## src/rtl/sw_led_ctrl.sv

```systemverilog
// sw_led_ctrl: debounced slide switch stepping an LED through
// OFF -> ON -> BLINK (-> DIM) -> OFF, one step per debounced press.
// Optional feature macro: LED_DIM_EN adds the DIM mode (25% duty).
// Without it mode 11 is unreachable. If it is ever entered by an upset,
// the LED stays dark and the next press returns to OFF.
module sw_led_ctrl #(
    parameter int DEBOUNCE_CYCLES = 1000000,
    parameter int BLINK_HALF      = 25000000
) (
    input  logic       clk,
    input  logic       rst,
    input  logic       sw,
    output logic       led,
    output logic       sw_clean,
    output logic [1:0] mode
);

    localparam int DB_W = $clog2(DEBOUNCE_CYCLES);
    localparam int BL_W = $clog2(BLINK_HALF);
    localparam logic [DB_W-1:0] DB_LAST = DB_W'(DEBOUNCE_CYCLES - 1);
    localparam logic [BL_W-1:0] BL_LAST = BL_W'(BLINK_HALF - 1);

    typedef enum logic [1:0] {
        M_OFF   = 2'b00,
        M_ON    = 2'b01,
        M_BLINK = 2'b10,
        M_DIM   = 2'b11
    } mode_t;

    mode_t           state;
    mode_t           state_nxt;
    logic            s1;
    logic            s2;
    logic [DB_W-1:0] db_cnt;
    logic            clean_q;
    logic            press;
    logic [BL_W-1:0] bl_cnt;
    logic            bl_phase;
    logic            led_nxt;
`ifdef LED_DIM_EN
    logic [1:0]      dim_cnt;
`endif

    assign mode = state;

    // Two-flop synchronizer. Nothing downstream looks at the raw switch.
    always_ff @(posedge clk or posedge rst) begin
        if (rst) begin
            s1 <= 1'b0;
            s2 <= 1'b0;
        end else begin
            s1 <= sw;
            s2 <= s1;
        end
    end

    // Debounce: count consecutive cycles where the synchronized level
    // disagrees with sw_clean. Any agreement restarts the count.
    always_ff @(posedge clk or posedge rst) begin
        if (rst) begin
            db_cnt   <= '0;
            sw_clean <= 1'b0;
        end else if (s2 == sw_clean) begin
            db_cnt <= '0;
        end else if (db_cnt == DB_LAST) begin
            sw_clean <= s2;
            db_cnt   <= '0;
        end else begin
            db_cnt <= db_cnt + DB_W'(1);
        end
    end

    // Registered copy of sw_clean, used to find the rising edge (press).
    always_ff @(posedge clk or posedge rst) begin
        if (rst) clean_q <= 1'b0;
        else     clean_q <= sw_clean;
    end

    assign press = sw_clean & ~clean_q;

    // Mode state register.
    always_ff @(posedge clk or posedge rst) begin
        if (rst) state <= M_OFF;
        else     state <= state_nxt;
    end

    // Next mode on press, and the LED level that the current mode asks for.
    always_comb begin
        state_nxt = state;
        led_nxt   = 1'b0;
        case (state)
            M_OFF:   led_nxt = 1'b0;
            M_ON:    led_nxt = 1'b1;
            M_BLINK: led_nxt = bl_phase;
            M_DIM: begin
`ifdef LED_DIM_EN
                led_nxt = (dim_cnt == 2'd0);
`else
                led_nxt = 1'b0;
`endif
            end
            default: led_nxt = 1'b0;
        endcase
        if (press) begin
            case (state)
                M_OFF:   state_nxt = M_ON;
                M_ON:    state_nxt = M_BLINK;
`ifdef LED_DIM_EN
                M_BLINK: state_nxt = M_DIM;
`else
                M_BLINK: state_nxt = M_OFF;
`endif
                M_DIM:   state_nxt = M_OFF;
                default: state_nxt = M_OFF;
            endcase
        end
    end

    // LED drive register. It lags the mode by one cycle.
    always_ff @(posedge clk or posedge rst) begin
        if (rst) led <= 1'b0;
        else     led <= led_nxt;
    end

    // Blink timebase. Outside BLINK it is parked at count 0 with the phase lit,
    // so every entry into BLINK starts with a full lit half-period.
    always_ff @(posedge clk or posedge rst) begin
        if (rst) begin
            bl_cnt   <= '0;
            bl_phase <= 1'b1;
        end else if (state != M_BLINK) begin
            bl_cnt   <= '0;
            bl_phase <= 1'b1;
        end else if (bl_cnt == BL_LAST) begin
            bl_cnt   <= '0;
            bl_phase <= ~bl_phase;
        end else begin
            bl_cnt <= bl_cnt + BL_W'(1);
        end
    end

`ifdef LED_DIM_EN
    // DIM duty counter: free-running while in DIM and cleared otherwise.
    // The LED is lit on one count out of four.
    always_ff @(posedge clk or posedge rst) begin
        if (rst)                dim_cnt <= 2'd0;
        else if (state != M_DIM) dim_cnt <= 2'd0;
        else                    dim_cnt <= dim_cnt + 2'd1;
    end
`endif

endmodule

```

## config.mk

```make
export PLATFORM = sky130hd
export DESIGN_NAME = sw_led_ctrl
export DESIGN_NICKNAME = d
export VERILOG_FILES = /design/src/rtl/sw_led_ctrl.sv
export SDC_FILE = /design/constraint.sdc
export NUM_CORES = 1
export LEC_CHECK = 0
export CORE_MARGIN = 2
export CORE_UTILIZATION = 40
export DETAILED_ROUTE_END_ITERATION = 7
export GPL_ROUTABILITY_DRIVEN = 0
export GPL_TIMING_DRIVEN = 1
export HOLD_SLACK_MARGIN = 0.12
export PLACE_DENSITY = 0.59
export SYNTH_ARGS = -nofsm -noshare
export SYNTH_HDL_FRONTEND = slang
export SYNTH_SLANG_ARGS = --single-unit
```

## constraint.sdc

```tcl
create_clock -name clk -period 2.8 [get_ports clk]
set_clock_uncertainty 0.2 [all_clocks]
set_input_delay 0.28 -clock clk [delete_from_list [all_inputs] [get_ports clk]]
set_output_delay 0.28 -clock clk [all_outputs]
set_load 0.01 [all_outputs]
```

After elaboration in Yosys (flattened, before gate mapping)
Cells that the tools add are included.
- $add $sub $neg: 2
- eq/ne operators: 7
- muxes and demuxes: 8
- bitwise operators: 4
- reduce and logical (&&, ||, !) cells: 5
- operators with widths (cell ; number):
    $mux W25 ; 2
    $mux W20 ; 2
    $add A25 B1 Y25 const B ; 1
    $eq A25 B25 Y1 const B ; 1
    $add A20 B1 Y20 const B ; 1
    $eq A20 B20 Y1 const B ; 1
    $pmux W2 S3 ; 1
    $eq A2 B2 Y1 const B ; 2
    $reduce_or A2 Y1 ; 2
    $not A1 Y1 ; 3
    $pmux W1 S3 ; 1
    $eq A2 B1 Y1 const B ; 1
    $logic_not A2 Y1 ; 1
    $mux W1 ; 2
    $ne A2 B2 Y1 const B ; 1
    $reduce_and A2 Y1 ; 1
    $reduce_bool A2 Y1 ; 1
    $and A1 B1 Y1 ; 1
    $eq A1 B1 Y1 ; 1
- register bits after elaboration: 53
- output and inout port bits: 4
- logic and storage cells: 35

Longest topological paths before layout
Gate-level depths: netlist of the first run.
- word-level depth: 3
- mapped depth: 6
- mapped depth without buffers: 5

Least setup slack after synthesis of the first run
No wires, ideal clock.
- path type: reg-to-reg
- from: register bl_cnt[15]
- to: register bl_cnt[22]
- setup time: 0.130 ns
- arrival time: 1.915 ns
- slack: 0.555 ns
- cell stages (with the launch flop): 6
- buffers on the path: 1
- cell sequence: dfrtp_1 > or4_1 > or4_4 > o21ai_4 > buf_6 > a21oi_1
- word-level cells in the longest chain between the ends: 3
- elaborated cells on any way between the ends: 4
- classes of those cells: add/sub (1); eq/ne (1); mux (2)
- RTL lines (item ; RTL line ; RTL):
    from (decl) ; 37 ; logic [BL_W-1:0] bl_cnt;
    from (signal assigned) ; 138 ; bl_cnt <= bl_cnt + BL_W'(1);
    $add A25 B1 Y25 / $eq A25 B25 Y1 (equally long branches) ; 138, 134 ;
    $mux W25 * ; 134 ; end else if (bl_cnt == BL_LAST) begin
    $mux W25 * ; 131 ; end else if (state != M_BLINK) begin
Mark *: on every way between the ends. The rest lies on a longest branch, timed or not.
A chain may end at the register's enable or synchronous reset.

Worst setup path in the final report of the first run
- from: register db_cnt[12]
- to: register db_cnt[10]
- word-level cells in the longest chain between the ends: 3
- RTL lines (item ; RTL line ; RTL):
    from (decl) ; 34 ; logic [DB_W-1:0] db_cnt;
    from (signal assigned) ; 69 ; db_cnt <= db_cnt + DB_W'(1);
    $eq A20 B20 Y1 ; 65 ; end else if (db_cnt == DB_LAST) begin
    $mux W20 ; 65 ;
    $mux W20 ; 63 ; end else if (s2 == sw_clean) begin
No other way between the ends.

==> results by group, run 1 <==
Outcome
  • Status: completed

Global routing
  • Initial antenna violation count: 0
  • Gr usage total: 14.5%
  • Largest net degree at the start of global routing: 41
  • GRT overflow: 0
  • Number of global-route vias before repair: 1,827
  • First-pass GRT wire length: 8.56 mm

Timing
  • Slew @ Worst Pin: 527 ps
  • Final slew viol count: 0
  • Crit path time final: 2450 ps
  • # setup viols final: 0
  • Setup Total Neg Slack: 0 ps
  • Max frequency: 0.408 GHz
  • Rel. slew slack: 64.7%
  • Hold Vio Cnt, Final: 0
  • Final period util: 87.5%
  • Final worst-path setup slack: 350 ps
  • RSZ-0062 raised after global routing: false

Synthesis
  • Mapped Cells: 255
  • Yosys cell types: 35
  • Post-Syn Nets: 260
  • Sequential fraction of the synthesis area: 50.2%
  • Register bit count reported by yosys: 53
  • Top cells by count, synth: dfrtp_1 (52), xnor2_1 (22), nor2_1 (18), nor2_2 (18), nand3_1 (17)
  • Yosys warning count: 0
  • Top-count cell post-synth: dfrtp_1
  • Post-synth EDFFs: 0
  • Mapped cell area: 0.00264 mm²
  • Top_reg_cell synth: dfrtp_1
  • Ranking of synthesized cells by area: dfrtp_1 (49%), xnor2_1 (7.3%), nor2_2 (4.3%), nand3_1 (3.2%), xor2_1 (2.7%)
  • Leading area contributor after synthesis: dfrtp_1
  • Mean post-synth cell area: 10.4 µm²
  • FFs w/ async S/R, synth: 100%
  • Yosys top cell area share: 49.2%

Critical path
  • Worst Path Class, Setup: reg -> reg
  • Slowest CP cell: or4_4
  • Largest stage delay on the critical path: 570 ps
  • Crit path launch type: register
  • CP max FO: 19
  • CP Capture Type: register
  • Crit path DAT: 2430 ps
  • Critical path required time: 2780 ps
  • Critical path, cell by cell: or4b_1 -> or4_4 -> o21ai_4 -> nor2_1

Clock network
  • TritonCTS buffer count: 5
  • H-tree lvl count: 2
  • Clk buf depth: 2
  • # Post-CTS Setup Buffers: 0
  • Clk Tree Root Cell: clkbuf_8
  • CTS tree: yes
  • CTS resizes: 0
  • Cts hold-fix bufs: 1
  • Worst-Skew Late Latency: 300 ps
  • Clock transition at path regs: 90 ps
  • CTS sink cnt: 53

Cells and area
  • Cell area after layout: 0.00289 mm²
  • ANT cells: 0
  • Share of cells above drive strength 1: 15.3%
  • Final #Nets: 272
  • Filler instances: 598
  • P&R area growth vs syn: 9.47%

Route
  • Drt first pass iters: 4
  • WL per Instance: 13.7 µm
  • Routed WL: 4.72 mm
  • Post-detailed-route count of antenna-violating nets: 0
  • Vias per std cell: 5.48
  • Via count: 1,890
  • 1st-iter DRT viols: 84
  • Post-route DRC: 0

Placement
  • Detail Placement HPWL: 3.23 mm
  • Pre-CTS WS: 355 ps
  • DP Area: 0.00280 mm²
  • I/O Buffers: 6

Pwr
  • Leakage power: 0.00108 µW
  • Worst VDD drop: 0.183 mV
  • Pwr Density: 423 mW/mm²
  • Total power: 1220 µW

Floorplanning
  • DIE AREA: 0.00728 mm²
  • Die X: 85.3 µm
  • Starting Density: 41.4%
  • Std-Cell Rows: 29
  • # IOs: 7
  • Die Y-Extent: 85.3 µm
  • Core area: 0.00639 mm²

Flow run
  • Max-Cap Viols: 0

Min path
  • HP Class: reg -> reg
[where the power goes]
group | switching [µW] | internal, µW | total [µW] | leakage (µW)
combinational | 23.9 | 10.7 | 34.7 | 0.000308
sequential | 4.89 | 770 | 775 | 0.000730
clock | 237 | 178 | 416 | 0.0000395
total | 266 | 959 | 1220 | 0.00108
[critical path, delay by kind of cell, from the launching register on]
family | cells | cell delay, ps
and+or+nand+nor | 3 | 1220
DFF | 1 | 450
AOI/OAI and AO/OA | 1 | 450
[stage by stage]
step	util (%)	std cells	hold slack, ps
3_3_place_gp	43.9	336	138
3_5_place_dp	43.9	336	140
5_1_grt	45.3	345	191
4_1_cts	45.3	345	161
2_1_floorplan	-	255	111
6_report	45.3	345	157
[path summary, 6_finish.rpt]
kind,start,to,slack (ps),cells after the start
hold / removal,s1$_DFF_PP0_,s2$_DFF_PP0_,160,0
setup / recovery,db_cnt[12]$_DFF_PP0_,db_cnt[10]$_DFF_PP0_,350,4
hold reg to reg,s1$_DFF_PP0_,s2$_DFF_PP0_,160,0
max in group asynchronous,rst,bl_phase$_DFFE_PP1P_,1230,4
min in group asynchronous,rst,db_cnt[15]$_DFF_PP0_,600,3
setup reg to reg,db_cnt[12]$_DFF_PP0_,db_cnt[10]$_DFF_PP0_,350,4
[flip-flops by register name, indices dropped and copies added (netlist names)]
register	flops
bl_cnt	25
mode	2
sw_clean	1
clean_q	1
s1	1
led	1
bl_phase	1
db_cnt	20
s2	1
[placed cells by master, fill, tap and decap left out, drive strengths merged, types with 8 or more instances in the layout]
master,synthesis,final
inv,8,8
a21oi,12,12
clkbuf,1,8
nor2,36,36
nor4,8,8
or3,11,11
nand3,17,17
nand2,13,13
or4,10,10
o21ai,10,10
xor2,8,8
xnor2,22,22
dfrtp,52,52
nand4,10,10
[cell type report]
| cell class | count | area [µm²] | share of cell area [%] |
|---|---|---|---|
| clock buffers | 8 | 80.1 | 2.77 |
| repair buffers | 10 | 118 | 4.06 |
| multi-input cells | 189 | 1240 | 42.9 |
| flip-flops and latches | 53 | 1330 | 45.9 |
| well taps | 77 | 96.3 | 3.33 |
| inverters | 8 | 30.0 | 1.04 |
[metal layers]
layer | vias to the layer above | track usage (%) | share of wire, %
met5 | - | 0 | 0
met4 | 0 | 4.33 | 1.2
met3 | 6 | 3.50 | 3.2
met2 | 33 | 21.8 | 42
met1 | 924 | 20.9 | 53
li1 | 927 | - | -
[cell families (layout without fill, tap and decap cells)]
group | after synthesis | after routing | share of synthesized area, %
xor+xnor | 30 | 30 | 9.94
flops | 53 | 53 | 50.2
mux | 3 | 3 | 1.28
fa+ha+maj | 2 | 2 | 0.946
compound gates | 28 | 28 | 7.15
buf+inv | 13 | 26 | 2.79
simple gates | 126 | 126 | 27.7
No activity file was read; power rests on OpenSTA's default activity.
==> run 2: changes to the inputs <==
==> constraint.sdc (replaced) <==
create_clock -name clk -period 2.9 [get_ports clk]
set_clock_uncertainty 0.2 [all_clocks]
set_input_delay 0.29 -clock clk [delete_from_list [all_inputs] [get_ports clk]]
set_output_delay 0.29 -clock clk [all_outputs]
set_load 0.01 [all_outputs]
==> run 2 against run 1 <==
  * Clock power increased by 19%
  * First-iteration DRC count increased by 12%
  * Critical path depth increased by 1
  * Core utilization increased by 0.35 points
  * Critical path type unchanged
  * Critical endpoint is now bl_cnt[14]$_DFF_PP0_
  * Largest power group unchanged
  * Highest routed layer unchanged
==> results by group, run 2 (synthesis results as in run 1) <==
Critical path
  • CP Capture Type: register
  • Reg2reg path depth: 5
  • R2R Setup Slk: 370 ps
  • CP top delay family: simple AND/OR/NAND/NOR gates
  • Cell count along the critical path: 5
  • Crit path launch type: register
  • Worst Path Class, Setup: reg -> reg
  • Reg2reg end: bl_cnt[14]$_DFF_PP0_
  • Bufs and invs on worst path: 1
  • Critical path, cell by cell: or4_1 -> or4_4 -> o21ai_4 -> buf_12 -> nor2_2
  • FF-to-FF Start: bl_cnt[15]$_DFF_PP0_
  • Slowest CP cell: or4_4
  • CP max FO: 15
  • Critical path required time: 2890 ps
  • Critical Path Start: bl_cnt[15]$_DFF_PP0_
  • Setup crit end: bl_cnt[14]$_DFF_PP0_
  • Largest stage delay on the critical path: 570 ps
  • Crit path DAT: 2520 ps

Cells and area
  • Share of cells above drive strength 1: 16.4%
  • Commonest non-fill, non-tap cell in the layout: dfrtp_1
  • Most frequent cells in the layout: dfrtp_1 (52), xnor2_1 (22), nor2_1 (18), nor2_2 (18), nand3_1 (17)
  • Final #Nets: 273
  • ANT cells: 0
  • P&R area growth vs syn: 10.3%
  • Largest Register: bl_cnt
  • Filler instances: 592
  • Max FFs per register: 25

Global routing
  • GRT overflow: 0
  • Gr usage total: 14.1%
  • Number of global-route vias before repair: 1,790
  • First-pass GRT wire length: 8.35 mm
  • Largest net degree at the start of global routing: 24
  • Initial antenna violation count: 0

Floorplanning
  • Die Y-Extent: 85.3 µm
  • Starting Density: 41.4%
  • DIE AREA: 0.00728 mm²
  • # IOs: 7
  • Die X: 85.3 µm
  • Std-Cell Rows: 29
  • Core area: 0.00639 mm²

Route
  • Via count: 1,888
  • Post-route DRC: 0
  • 1st-iter DRT viols: 94
  • Post-detailed-route count of antenna-violating nets: 0
  • WL per Instance: 13.9 µm
  • Drt first pass iters: 4
  • Routed WL: 4.80 mm
  • Vias per std cell: 5.46

Timing
  • RSZ-0062 raised after global routing: false
  • Final slew viol count: 0
  • Slew @ Worst Pin: 526 ps
  • # setup viols final: 0
  • Crit path time final: 2530 ps
  • Max frequency: 0.395 GHz
  • Final period util: 87.2%
  • Rel. slew slack: 64.8%
  • Setup Total Neg Slack: 0 ps
  • Hold Vio Cnt, Final: 0

Pwr
  • Leakage power: 0.00109 µW
  • Pwr Density: 437 mW/mm²
  • Total power: 1280 µW
  • Worst VDD drop: 0.215 mV

Min path
  • Hold depth: 0
  • HP Class: reg -> reg

Clock network
  • H-tree lvl count: 2
  • Clk buf depth: 2
  • CTS tree: yes
  • CTS sink cnt: 53
  • TritonCTS buffer count: 5
  • Worst-Skew Late Latency: 300 ps
  • Clk Tree Root Cell: clkbuf_8
  • Clock transition at path regs: 90 ps

Flow run
  • Max-Cap Viols: 0

Outcome
  • Status: completed

Placement
  • I/O Buffers: 6
  • Detail Placement HPWL: 3.32 mm
[run 2: cell types whose count changed in the layout (fill, tap and decap cells not counted), sizes merged]
| cell | change |
|---|---|
| bufinv | +1 |
| clkbuf | -2 |
| buf | +1 |
| clkinv | +1 |
[run 2: what timing repair did]
action | CTS | global route
buffers inserted | 0 | 0
hold endpoints to repair | 13 | 0
hold buffers | 1 | 0
gates resized for setup | 0 | 0
[run 2: through the flow]
| stage | area (µm²) | cells | hold slack, ps | util, % | setup slack (ps) |
|---|---|---|---|---|---|
| final | 2920 | 346 | 170 | 45.7 | 371 |
| after global routing | 2920 | 346 | 183 | 45.7 | 294 |
| after CTS | 2920 | 346 | 173 | 45.7 | 361 |
| after global placement | 2800 | 337 | 139 | 43.8 | 424 |
| after detailed placement | 2800 | 337 | 151 | 43.8 | 380 |
| after floorplan | 2640 | 255 | 121 | - | 655 |
[run 2: area by class of cell]
cell class | count | area, µm² | share of cell area (%)
sequential | 53 | 1330 | 45.5
inverter | 8 | 30.0 | 1.03
clock buffer | 6 | 72.6 | 2.49
tap | 77 | 96.3 | 3.30
timing repair buffer | 11 | 113 | 3.86
clock inverter | 2 | 35.0 | 1.20
multi-input combinational | 189 | 1240 | 42.6
[run 2: how the worst min path moves through the flow]
stage	from	end	slack, ps
floorplan	sw	s1$_DFF_PP0_	120
global placement	s1$_DFF_PP0_	s2$_DFF_PP0_	140
detailed placement	s1$_DFF_PP0_	s2$_DFF_PP0_	150
CTS	s1$_DFF_PP0_	s2$_DFF_PP0_	170
global route	s1$_DFF_PP0_	s2$_DFF_PP0_	180
finish	s1$_DFF_PP0_	s2$_DFF_PP0_	170
[run 2: where the power goes]
group / internal [µW] / switching, µW
clock: 257 / 238
sequential: 743 / 5.10
combinational: 9.39 / 23.3
[run 2: layer usage]
layer	global-route usage [%]	share of wire, %	up-vias
met4	4.91	1.2	0
met5	0	0	-
met1	20.0	52	915
met2	21.7	43	34
li1	-	-	935
met3	2.72	3.3	4
==> run 3: changes to the inputs <==
--- a/config.mk
+++ b/config.mk
@@ -7,6 +7,7 @@
 export LEC_CHECK = 0
 export CORE_MARGIN = 2
 export CORE_UTILIZATION = 40
+export CTS_CLUSTER_DIAMETER = 150
 export DETAILED_ROUTE_END_ITERATION = 7
 export GPL_ROUTABILITY_DRIVEN = 0
 export GPL_TIMING_DRIVEN = 1
==> results of run 3 <==
No change in the layout: final DEF, timing and power equal those of run 2.
